`config.mk`:
```
export PLATFORM = sky130hd
export DESIGN_NAME = xform_stream_driver
export DESIGN_NICKNAME = d
export VERILOG_FILES = /design/src/rtl/xform_stream_driver.sv
export SDC_FILE = /design/constraint.sdc
export NUM_CORES = 1
export LEC_CHECK = 0
export BUFFER_PORTS_ARGS = -buffer_cell sky130_fd_sc_hd__buf_2
export CAP_MARGIN = 20
export CELL_PAD_IN_SITES_DETAIL_PLACEMENT = 0
export CELL_PAD_IN_SITES_GLOBAL_PLACEMENT = 1
export CORE_MARGIN = 2
export CORE_UTILIZATION = 40
export CTS_CLUSTER_DIAMETER = 100
export DETAILED_ROUTE_END_ITERATION = 8
export HOLD_SLACK_MARGIN = 0.1
export PLACE_DENSITY = 0.79
export SLEW_MARGIN = 0
export SYNTH_ARGS = -nofsm -noshare
export SYNTH_HDL_FRONTEND = slang
export SYNTH_SLANG_ARGS = --single-unit
```
`constraint.sdc`:
```
create_clock -name clk -period 2.7 [get_ports clk]
set_input_delay 0.54 -clock clk [delete_from_list [all_inputs] [get_ports clk]]
set_output_delay 0.54 -clock clk [all_outputs]
set_load 0.005 [all_outputs]
```
`src/rtl/xform_stream_driver.sv`:
```
// Streaming wrapper around an external 12-bit -> 17-bit combinational transform.
// A valid/ready sink registers each accepted word onto xf_in. The transform
// result is captured one cycle later into a small result FIFO, which feeds a
// valid/ready source. A running count and XOR signature of emitted results are
// kept for checking.
//
// Handshake semantics (both ports): a transfer happens on a rising edge where
// valid and ready are both high. A producer holds valid and data stable until
// that transfer. s_ready is combinational and depends on m_ready, so the sink
// can reuse the slot that a same-cycle pop frees.
module xform_stream_driver #(
  parameter int DEPTH = 4,
  parameter int CNT_W = 16
) (
  input  logic             clk,
  input  logic             rst,
  input  logic             s_valid,
  output logic             s_ready,
  input  logic [11:0]      s_data,
  output logic [11:0]      xf_in,
  input  logic [16:0]      xf_out,
  output logic             m_valid,
  input  logic             m_ready,
  output logic [16:0]      m_data,
  input  logic             clear,
  output logic [CNT_W-1:0] word_cnt,
  output logic [16:0]      sig
);

  localparam int AW = (DEPTH > 1) ? $clog2(DEPTH) : 1;
  localparam int OW = AW + 1;
  localparam logic [OW-1:0] DEPTH_O = OW'(DEPTH);

  logic [11:0]      r_xf_in;
  logic             r_sv;
  logic [16:0]      r_mem [DEPTH];
  logic [AW-1:0]    r_wr_ptr;
  logic [AW-1:0]    r_rd_ptr;
  logic [OW-1:0]    r_occ;
  logic [CNT_W-1:0] r_word_cnt;
  logic [16:0]      r_sig;

  logic [OW-1:0]    w_load;
  logic             w_ready;
  logic             w_accept;
  logic             w_push;
  logic             w_pop;
  logic             w_m_valid;

  // Credit check: buffered words plus the word in flight must fit in the FIFO,
  // or exactly fill it while the head is leaving this cycle.
  always_comb begin
    w_load    = r_occ + {{AW{1'b0}}, r_sv};
    w_m_valid = (r_occ != '0);
    w_pop     = w_m_valid & m_ready;
    w_ready   = !rst & ((w_load < DEPTH_O) | ((w_load == DEPTH_O) & w_pop));
    w_accept  = s_valid & w_ready;
    w_push    = r_sv;
  end

  // Input stage, capture stage and FIFO bookkeeping.
  always_ff @(posedge clk) begin
    if (rst) begin
      r_xf_in  <= '0;
      r_sv     <= 1'b0;
      r_wr_ptr <= '0;
      r_rd_ptr <= '0;
      r_occ    <= '0;
      for (int i = 0; i < DEPTH; i++) begin
        r_mem[i] <= '0;
      end
    end else begin
      if (w_accept) begin
        r_xf_in <= s_data;
      end
      r_sv <= w_accept;
      // xf_out reflects the word registered on the previous edge.
      if (w_push) begin
        r_mem[r_wr_ptr] <= xf_out;
        r_wr_ptr        <= r_wr_ptr + 1'b1;
      end
      if (w_pop) begin
        r_rd_ptr <= r_rd_ptr + 1'b1;
      end
      case ({w_push, w_pop})
        2'b10:   r_occ <= r_occ + 1'b1;
        2'b01:   r_occ <= r_occ - 1'b1;
        default: r_occ <= r_occ;
      endcase
    end
  end

  // Emitted-word count and XOR signature; clear wins over a same-cycle pop.
  always_ff @(posedge clk) begin
    if (rst || clear) begin
      r_word_cnt <= '0;
      r_sig      <= '0;
    end else if (w_pop) begin
      r_word_cnt <= r_word_cnt + 1'b1;
      r_sig      <= r_sig ^ r_mem[r_rd_ptr];
    end
  end

  assign s_ready  = w_ready;
  assign xf_in    = r_xf_in;
  assign m_valid  = w_m_valid;
  assign m_data   = r_mem[r_rd_ptr];
  assign word_cnt = r_word_cnt;
  assign sig      = r_sig;

endmodule

```
**Word-level counts from Yosys, hierarchy flattened**

Memory sizes are Yosys's and may differ from the RTL's. A register that Yosys moved wholly into a read port is not among the register bits.
Index checks and enable logic that the tools add are counted.

- Flip-flop bits (word level): 53
- Latch bits: 0
- Memory bits (writable): 68
- Bits in read-only memories: 0
- Bits of input ports: 34
- Output and inout bits: 64
- Word-level logic and storage cells: 40
- Memories: 1

- Add/sub/neg operators: 6
- Multiply operators: 0
- Divide/modulo/power cells: 0
- $lt $le $gt $ge: 1
- Eq/ne operators: 3
- Shift operators: 0
- Muxes and demuxes: 11
- Bitwise logic cells: 6
- Reductions and logical operators: 5

Memories:

| name | words | width | rd ports | clocked after Yosys merged registers in | write ports | line | text |
|---|---|---|---|---|---|---|---|
| r_mem | 4 | 17 | 1 | 1 | 4 | 36 | `logic [16:0] r_mem [DEPTH];` |

Operator list:

| operator | count |
|---|---|
| $mux W17 | 1 |
| $reduce_or A17 Y1 | 1 |
| $xor A17 B17 Y17 | 1 |
| $add A16 B1 Y16 const B | 1 |
| $mux W1 | 6 |
| $mux W2 | 3 |
| $pmux W3 S2 | 1 |
| $add A2 B1 Y2 const B | 2 |
| $and A1 B1 Y1 | 4 |
| $add A3 B1 Y3 | 1 |
| $add A3 B1 Y3 const B | 1 |
| $eq A3 B3 Y1 const B | 1 |
| $lt A3 B3 Y1 const B | 1 |
| $reduce_bool A3 Y1 | 1 |
| $sub A3 B1 Y3 const B | 1 |
| $eq A2 B1 Y1 const B | 1 |
| $eq A2 B2 Y1 const B | 1 |
| $reduce_bool A2 Y1 | 1 |
| $logic_not A1 Y1 | 1 |
| $logic_or A1 B1 Y1 | 1 |
| $or A1 B1 Y1 | 1 |

**Depth between registers and ports, before layout**

Gate-level depths: netlist of the first run.

- Word-level depth: 6
- Gate-level depth with buffers: 9
- Gate-level depth less buffers: 8

**Least setup slack after synthesis of the first run**

No wires, ideal clock.

- Path type: input to register
- Start point: input port m_ready
- End point: register r_occ[2]
- Library setup time: 0.071 ns
- Arrival: 2.310 ns
- Required time: 2.629 ns
- Slack: 0.319 ns
- Stages on the path: 9
- Path buffers: 1
- Path through: o31ai_2 inv_2 buf_1 ha_1 inv_1 fa_1 xor2_1 or3_1 a21oi_1

- Word-level cells in the longest chain between the ends: 3
- Elaborated cells on any way between the ends: 5
- Those cells by class: 2 x eq/ne; 1 x mux; 1 x bitwise; 1 x reduce/logical

Ends and longest elaborated chain:

| what | line | text |
|---|---|---|
| start: declaration | 23 | `input logic m_ready,` |
| $and A1 B1 Y1 * | 55 | `w_pop = w_m_valid & m_ready;` |
| named net w_pop | 47 | `logic w_pop;` |
| $eq A2 B1 Y1 / $eq A2 B2 Y1 (equally long branches) | 85 | `case ({w_push, w_pop})` |
| $pmux W3 S2 / $reduce_bool A2 Y1 (equally long branches) | - |  |
| end signal: assignment | 86 | `2'b10: r_occ <= r_occ + 1'b1;` |
| end signal: assignment | 87 | `2'b01: r_occ <= r_occ - 1'b1;` |
| end signal: assignment | 88 | `default: r_occ <= r_occ;` |
| end: declaration | 39 | `logic [OW-1:0] r_occ;` |

The timed path passes the listed nets; every way through them passes the cells marked *.
A chain may end at the register's enable or synchronous reset.

**Worst setup path in the final report of the first run**

- Start point: register r_occ[2]
- End point: output port s_ready

- Word-level cells in the longest chain between the ends: 5
- Elaborated cells on any way between the ends: 8
- Those cells by class: 1 x add/sub; 1 x order compare; 1 x eq/ne; 4 x bitwise; 1 x reduce/logical

Ends and longest elaborated chain:

| what | line | text |
|---|---|---|
| branches (longest 3 deep; another with $add A3 B1 Y3) | - |  |
| $or A1 B1 Y1 * | 56 | `w_ready = !rst & ((w_load < DEPTH_O) \| ((w_load == DEPTH_O) & w_pop));` |
| $and A1 B1 Y1 * | 56 |  |
| end: declaration | 18 | `output logic s_ready,` |

Every way passes the cells marked *.

==> metrics.csv, run 1 <==
stage,metric,value,unit
floorplanning,start_util,0.407,
place,dpl_cell_area,5790,sq um
floorplanning,coreArea,12500,sq um
clock_network,cts_max_path_buffers,2,
finish,fillers,1123,
clock_network,cts_inserted_buffers,17,
place,portBuffers,97,
route,post-route-drc-count,0,
logic_synthesis,synth-seq-cells,123,
timing,hold_viol,0,
power_and_ir_drop,power,5.64,mW
timing,fin_tns_setup,0,ns
place,routabilityCongestion,0.779,
logic_synthesis,synthArstFlopShare,0,
clock_network,clk_latency,0.41,ns
finish,fin_cells,720,
power_and_ir_drop,p_leak,2.70,nW
global_route,grt_pass1_vias,3325,
logic_synthesis,ys_warn_count,0,
global_route,grt_overflow,0,
finish,finalInstanceArea,6440,sq um
logic_synthesis,synth_edf_count,68,
route,ant_nets,0,
status,status,"finished, final reports clean",
floorplanning,dieArea,13700,sq um
place,dp_worst_setup_slack,0.463,ns
route,vias,3437,
logic_synthesis,seq_area_frac_synth,0.617,
timing,tightest_slew,0.803,ns
logic_synthesis,synth_common_cells,"nor2_1 (84), edfxtp_1 (68), dfxtp_1 (55)",
hold_path,hp-class,primary input to flip-flop,
logic_synthesis,syn_area_per_cell,11.8,sq um
timing,layout_setup_ws,0.271,ns
power_and_ir_drop,ir_worst_vdd,468,uV
global_route,grt_max_degree,34,
timing,min_period,2.43,ns
timing,slew_headroom,0.465,
finish,diodes,0,
route,drt_wl_total,10.9,mm
logic_synthesis,synth.distinct_cells,33,
finish,nets,574,
timing,clock_skew,0.0113,ns
timing,grt_setup_unrepaired,false,
setup_path,critPathKind,flip-flop to output port,
flow_run,maxCapViolations,0,
route,first_pass_iters,4,
logic_synthesis,yosys.area.top_type,edfxtp_1,
logic_synthesis,syn-num-nets,470,
route,vias_per_cell,4.77,
clock_network,h-tree-depth,4,
power_and_ir_drop,powerDensity,877,nW/um^2
logic_synthesis,yosys-top-cells-area,"edfxtp_1 (40%), dfxtp_1 (22%), mux4_2 (7.5%), nor2_1 (6.2%), xor2_1 (4.5%)",
timing,whs,0.370,ns
floorplanning,rows,41,
global_route,track_usage,0.171,
timing,drv_slew,0,
setup_path,crit_fanout,27,
logic_synthesis,synthMostInstantiatedCell,nor2_1,
clock_network,cts-root-buf,clkbuf_16,
setup_path,required,2.16,ns
logic_synthesis,synth_area,5090,sq um
clock_network,cts_setup_buffers,0,
global_route,antenna_found_initial,0,
floorplanning,num_io_pins,98,
setup_path,cp_data_arrival_time,1.89,ns
finish,drive_above_1_share,0.292,
route,drt-initial-drc-count,219,
logic_synthesis,synthCells,431,
timing,setup_viol,0,
logic_synthesis,synth_top_area_share,0.401,
place,hpwlAfterDp,7.26,mm
timing,max_freq,412,MHz
finish,area_growth,26.4,%
setup_path,cp-end-kind,output port,
setup_path,critPathLaunchType,flip-flop,
global_route,grt_pass1_wl,17.2,mm
clock_network,cts_tree,done,
timing,finalCritPeriodShare,0.900,
floorplanning,die_h,117,microns
finish,final_util,0.514,
route,wire_per_inst,15.1,microns
place,dp_cells,688,
clock_network,clock-sinks,123,
logic_synthesis,synth_ff_type,edfxtp_1,
clock_network,clk_pin_slew_worst_paths,0.05,ns
floorplanning,die_x,117,microns
==> worst max-delay path, cell delays in order, from the launching register on <==
cell	delay, ns
dfxtp_1	0.37
o31ai_4	0.44
inv_2	0.07
buf_4	0.25
a21oi_1	0.16
nor2_1	0.05
buf_2	0.15
==> layout by cell type, fill, tap and decap left out, drive strengths merged <==
cell type  synthesis  routed
nor4               3       3
nor3               2       2
dfxtp             55      55
o21ai              6       6
nand2b             2       2
fa                 1       1
a31o               1       1
nor2              84      84
ha                 4       4
or4                1       1
nor4bb             1       1
nand4              5       5
mux2i             12      12
inv               22      23
nand3              6       6
or3                7       7
and4               3       3
xnor2              8       8
o31ai              1       1
nand2             43      43
o21bai             2       2
clkinvlp           0       1
bufinv             0       2
edfxtp            68      68
clkbuf            14      23
xor2              26      26
buf                7     106
clkinv             0       5
mux4              17      17
a22oi              1       1
or2                2       2
and2              18      18
a21oi              9       9
==> where the power goes <==
group / switching [mW] / internal (mW) / total [mW] / leakage [nW]
Sequential: 0.102 / 2.13 / 2.23 / 1.15
Clock: 0.783 / 1.57 / 2.35 / 0.315
Combinational: 0.569 / 0.491 / 1.06 / 1.23
Total: 1.45 / 4.19 / 5.64 / 2.70
==> sequential cells by signal, summed over array words and instances, names as in the netlist, named ones only <==
register,count
word_cnt,16
r_wr_ptr,2
r_sv,1
r_occ,3
r_mem,68
xf_in,12
r_rd_ptr,2
sig,17
==> repair_timing <==
action	CTS	global route
hold endpoints to repair	0	0
gates resized for setup	0	1
hold buffers	0	0
setup endpoints to repair	0	1
==> routing by layer <==
metal / wire (microns) / vias to the layer above / global-route usage
met3: 433 / 5 / 0.0587
met1: 4830 / 1683 / 0.210
met5: 0 / - / 0
li1: - / 1684 / -
met4: 81 / 0 / 0.0518
met2: 5550 / 65 / 0.287
==> path summary, 6_finish.rpt <==
| path | startpoint | to | slack (ns) | depth (start not counted) |
|---|---|---|---|---|
| setup reg to reg | r_occ[2] | r_occ[2] | 0.68 | 8 |
| setup / recovery | r_occ[2] | s_ready | 0.27 | 6 |
| hold reg to reg | word_cnt[15] | word_cnt[15] | 0.48 | 2 |
| hold / removal | s_data[10] | xf_in[10] | 0.37 | 3 |
==> final cells by class <==
type,count,area (sq um),share of cell area
well taps,172,215,0.0334
multi-input cells,265,1800,0.279
flip-flops and latches,123,3140,0.488
repair buffers,106,566,0.0879
clock buffers,23,532,0.0826
inverters,22,82.6,0.0128
clock inverters,9,103,0.0159
==> logic make-up (layout without fill, tap and decap cells) <==
kind of cell	count (synthesis)	in the layout	share of synthesized area
xor+xnor	34	34	0.0585
flops	123	123	0.617
fa+ha+maj	5	5	0.0138
buf+inv	43	160	0.0332
mux	29	29	0.0987
simple gates	177	177	0.155
compound gates	20	20	0.0233
Note: power is estimated with default switching activity, not from simulation.
==> run 2, diff against run 1 <==
--- a/config.mk
+++ b/config.mk
@@ -13,7 +13,7 @@
 export CORE_UTILIZATION = 40
 export CTS_CLUSTER_DIAMETER = 100
 export DETAILED_ROUTE_END_ITERATION = 8
-export HOLD_SLACK_MARGIN = 0.1
+export GPL_TIMING_DRIVEN = 0
 export PLACE_DENSITY = 0.79
 export SLEW_MARGIN = 0
 export SYNTH_ARGS = -nofsm -noshare
==> metrics.csv, run 2 (synthesis gave the netlist of run 1 again) <==
stage,metric,value,unit,change
clock_network,hold_buffers,0,,unchanged
clock_network,clk_pin_slew_worst_paths,0.05,ns,about the same
route,vias,3530,,+2.7%
setup_path,path_common_cell,buf_2,,
setup_path,cp_data_arrival_time,2.04,ns,+0.15 ns
setup_path,slowest_delay,0.58,ns,+0.14 ns
route,ant_nets,0,,unchanged
global_route,grt_pass1_vias,3392,,+2.0%
setup_path,cp-end-kind,output port,,
clock_network,cts_max_path_buffers,2,,unchanged
flow_run,maxCapViolations,0,,unchanged
clock_network,cts_inserted_buffers,17,,unchanged
power_and_ir_drop,powerDensity,858,nW/um^2,-2.2%
timing,setup_viol,0,,unchanged
route,vias_per_cell,4.82,,+0.88%
place,portBuffers,96,,-1.0%
clock_network,cts_tree,done,,
finish,diodes,0,,unchanged
finish,largest_reg_flops,68,,unchanged
route,post-route-drc-count,0,,unchanged
power_and_ir_drop,ir_worst_vdd,402,uV,-14%
route,first_pass_iters,4,,unchanged
status,status,"finished, final reports clean",,
global_route,grt_overflow,0,,unchanged
floorplanning,die_h,117,microns,unchanged
timing,finalCritPeriodShare,0.954,,+0.0543
clock_network,h-tree-depth,4,,unchanged
timing,hold_viol,0,,unchanged
clock_network,clk_latency,0.41,ns,about the same
finish,area_growth,26.1,%,
clock_network,clock-sinks,123,,unchanged
route,drt-initial-drc-count,277,,+26%
setup_path,cp.depth,4,,-2
timing,drv_slew,0,,unchanged
finish,top_register,r_mem,,
place,hpwlAfterDp,8.08,mm,+11%
setup_path,cp_top_family,buffers and inverters,,
hold_path,holdPathStages,2,,-1
timing,tightest_slew,0.810,ns,+0.00650 ns
floorplanning,dieArea,13700,sq um,unchanged
finish,nets,587,,+2.3%
hold_path,hp-class,primary input to flip-flop,,
floorplanning,die_x,117,microns,unchanged
floorplanning,start_util,0.407,,unchanged
setup_path,crit_fanout,10,,-63%
timing,grt_setup_unrepaired,false,,
global_route,grt_pass1_wl,17.3,mm,+0.65%
setup_path,path_buf_inv,3,,unchanged
setup_path,cpMaxStageDelayCell,mux4_2,,
global_route,track_usage,0.172,,+0.000436
route,wire_per_inst,15.4,microns,+2.0%
finish,mostFrequentLayoutCells,"buf_2 (100), nor2_1 (84), edfxtp_1 (68)",,
timing,fin_tns_setup,0,ns,unchanged
place,routabilityCongestion,0.790,,+1.4%
clock_network,cts_setup_buffers,0,,unchanged
finish,mostFrequentLayoutCell,buf_2,,
global_route,grt_max_degree,18,,-47%
route,drt_wl_total,11.3,mm,+3.9%
setup_path,worst-r2r-cell-count,9,,+1
power_and_ir_drop,p_leak,2.67,nW,-0.95%
clock_network,cts-root-buf,clkbuf_16,,
setup_path,critPathKind,flip-flop to output port,,
timing,min_period,2.58,ns,+0.147 ns
setup_path,crit_chain,"buf_2, buf_4, mux4_2, buf_2",,
floorplanning,coreArea,12500,sq um,unchanged
global_route,antenna_found_initial,0,,unchanged
timing,max_freq,388,MHz,-5.7%
timing,slew_headroom,0.455,,-0.00931
setup_path,critPathLaunchType,flip-flop,,
finish,drive_above_1_share,0.278,,-0.0139
floorplanning,num_io_pins,98,,unchanged
floorplanning,rows,41,,unchanged
timing,clock_skew,0.00539,ns,-0.00588 ns
setup_path,required,2.16,ns,about the same
finish,final_util,0.513,,-0.000999
==> run 2: changes by cell type in the layout (fill, tap and decap cells not counted), sizes merged <==
| cell | previous run | this run |
|---|---|---|
| bufinv | 2 | 3 |
| clkinvlp | 1 | 4 |
| inv | 23 | 22 |
| clkbuf | 23 | 32 |
| clkinv | 5 | 7 |
| buf | 106 | 105 |
==> run 2: final timing paths <==
kind	startpoint	end	slack [ns]
max	flip-flop	m_data[9]	0.12
min	s_valid	r_sv	0.36
max reg2reg	r_occ[2]	r_occ[2]	0.27
min reg2reg	xf_in[0]	xf_in[0]	0.49
==> run 2: cell type report <==
class | instances | area (sq um)
flip-flops and latches | 123 | 3140
inverters | 22 | 82.6
repair buffers | 99 | 515
clock buffers | 18 | 429
multi-input cells | 265 | 1800
well taps | 172 | 215
plain buffers | 20 | 87.6
clock inverters | 14 | 154
fillers | 1131 | 6090
==> run 2: metrics by stage <==
step / hold WS, ns / cells / power [mW] / worst slack [ns] / area, sq um
after global routing: 0.364 / 733 / 5.75 / 0.0138 / 6420
final: 0.360 / 733 / 5.51 / 0.124 / 6420
after detailed placement: 0.485 / 702 / 3.33 / -0.217 / 5830
after CTS: 0.345 / 734 / 5.55 / 0.0690 / 6420
after floorplan: 0.474 / 431 / 2.93 / 0.319 / 5090
after global placement: 0.472 / 699 / 3.29 / -0.146 / 5790
==> run 2: worst register-to-register path, cell delays in order (launching register included) <==
cell and delay, ns:
dfxtp_1 0.46, o31ai_4 0.16, inv_2 0.19, buf_2 0.29, ha_1 0.23, inv_1 0.06, fa_1 0.37, xor2_1 0.16
or3_1 0.30, a21oi_1 0.15
==> run 2: metal layers <==
layer,vias to the layer above,track usage,wire (microns)
met4,0,0.0620,159
li1,1710,-,-
met3,11,0.0479,553
met1,1727,0.209,4730
met2,82,0.293,5880
met5,-,0,0
==> run 2: where the power goes <==
part | switching (mW) | internal [mW]
sequential | 0.0958 | 2.13
clock | 0.790 | 1.43
combinational | 0.582 | 0.480
==> run 2: timing repair <==
| action | in CTS | in global routing |
|---|---|---|
| gates cloned | 0 | 0 |
| endpoints found under the setup margin | 11 | 6 |
| resized for setup | 3 | 1 |
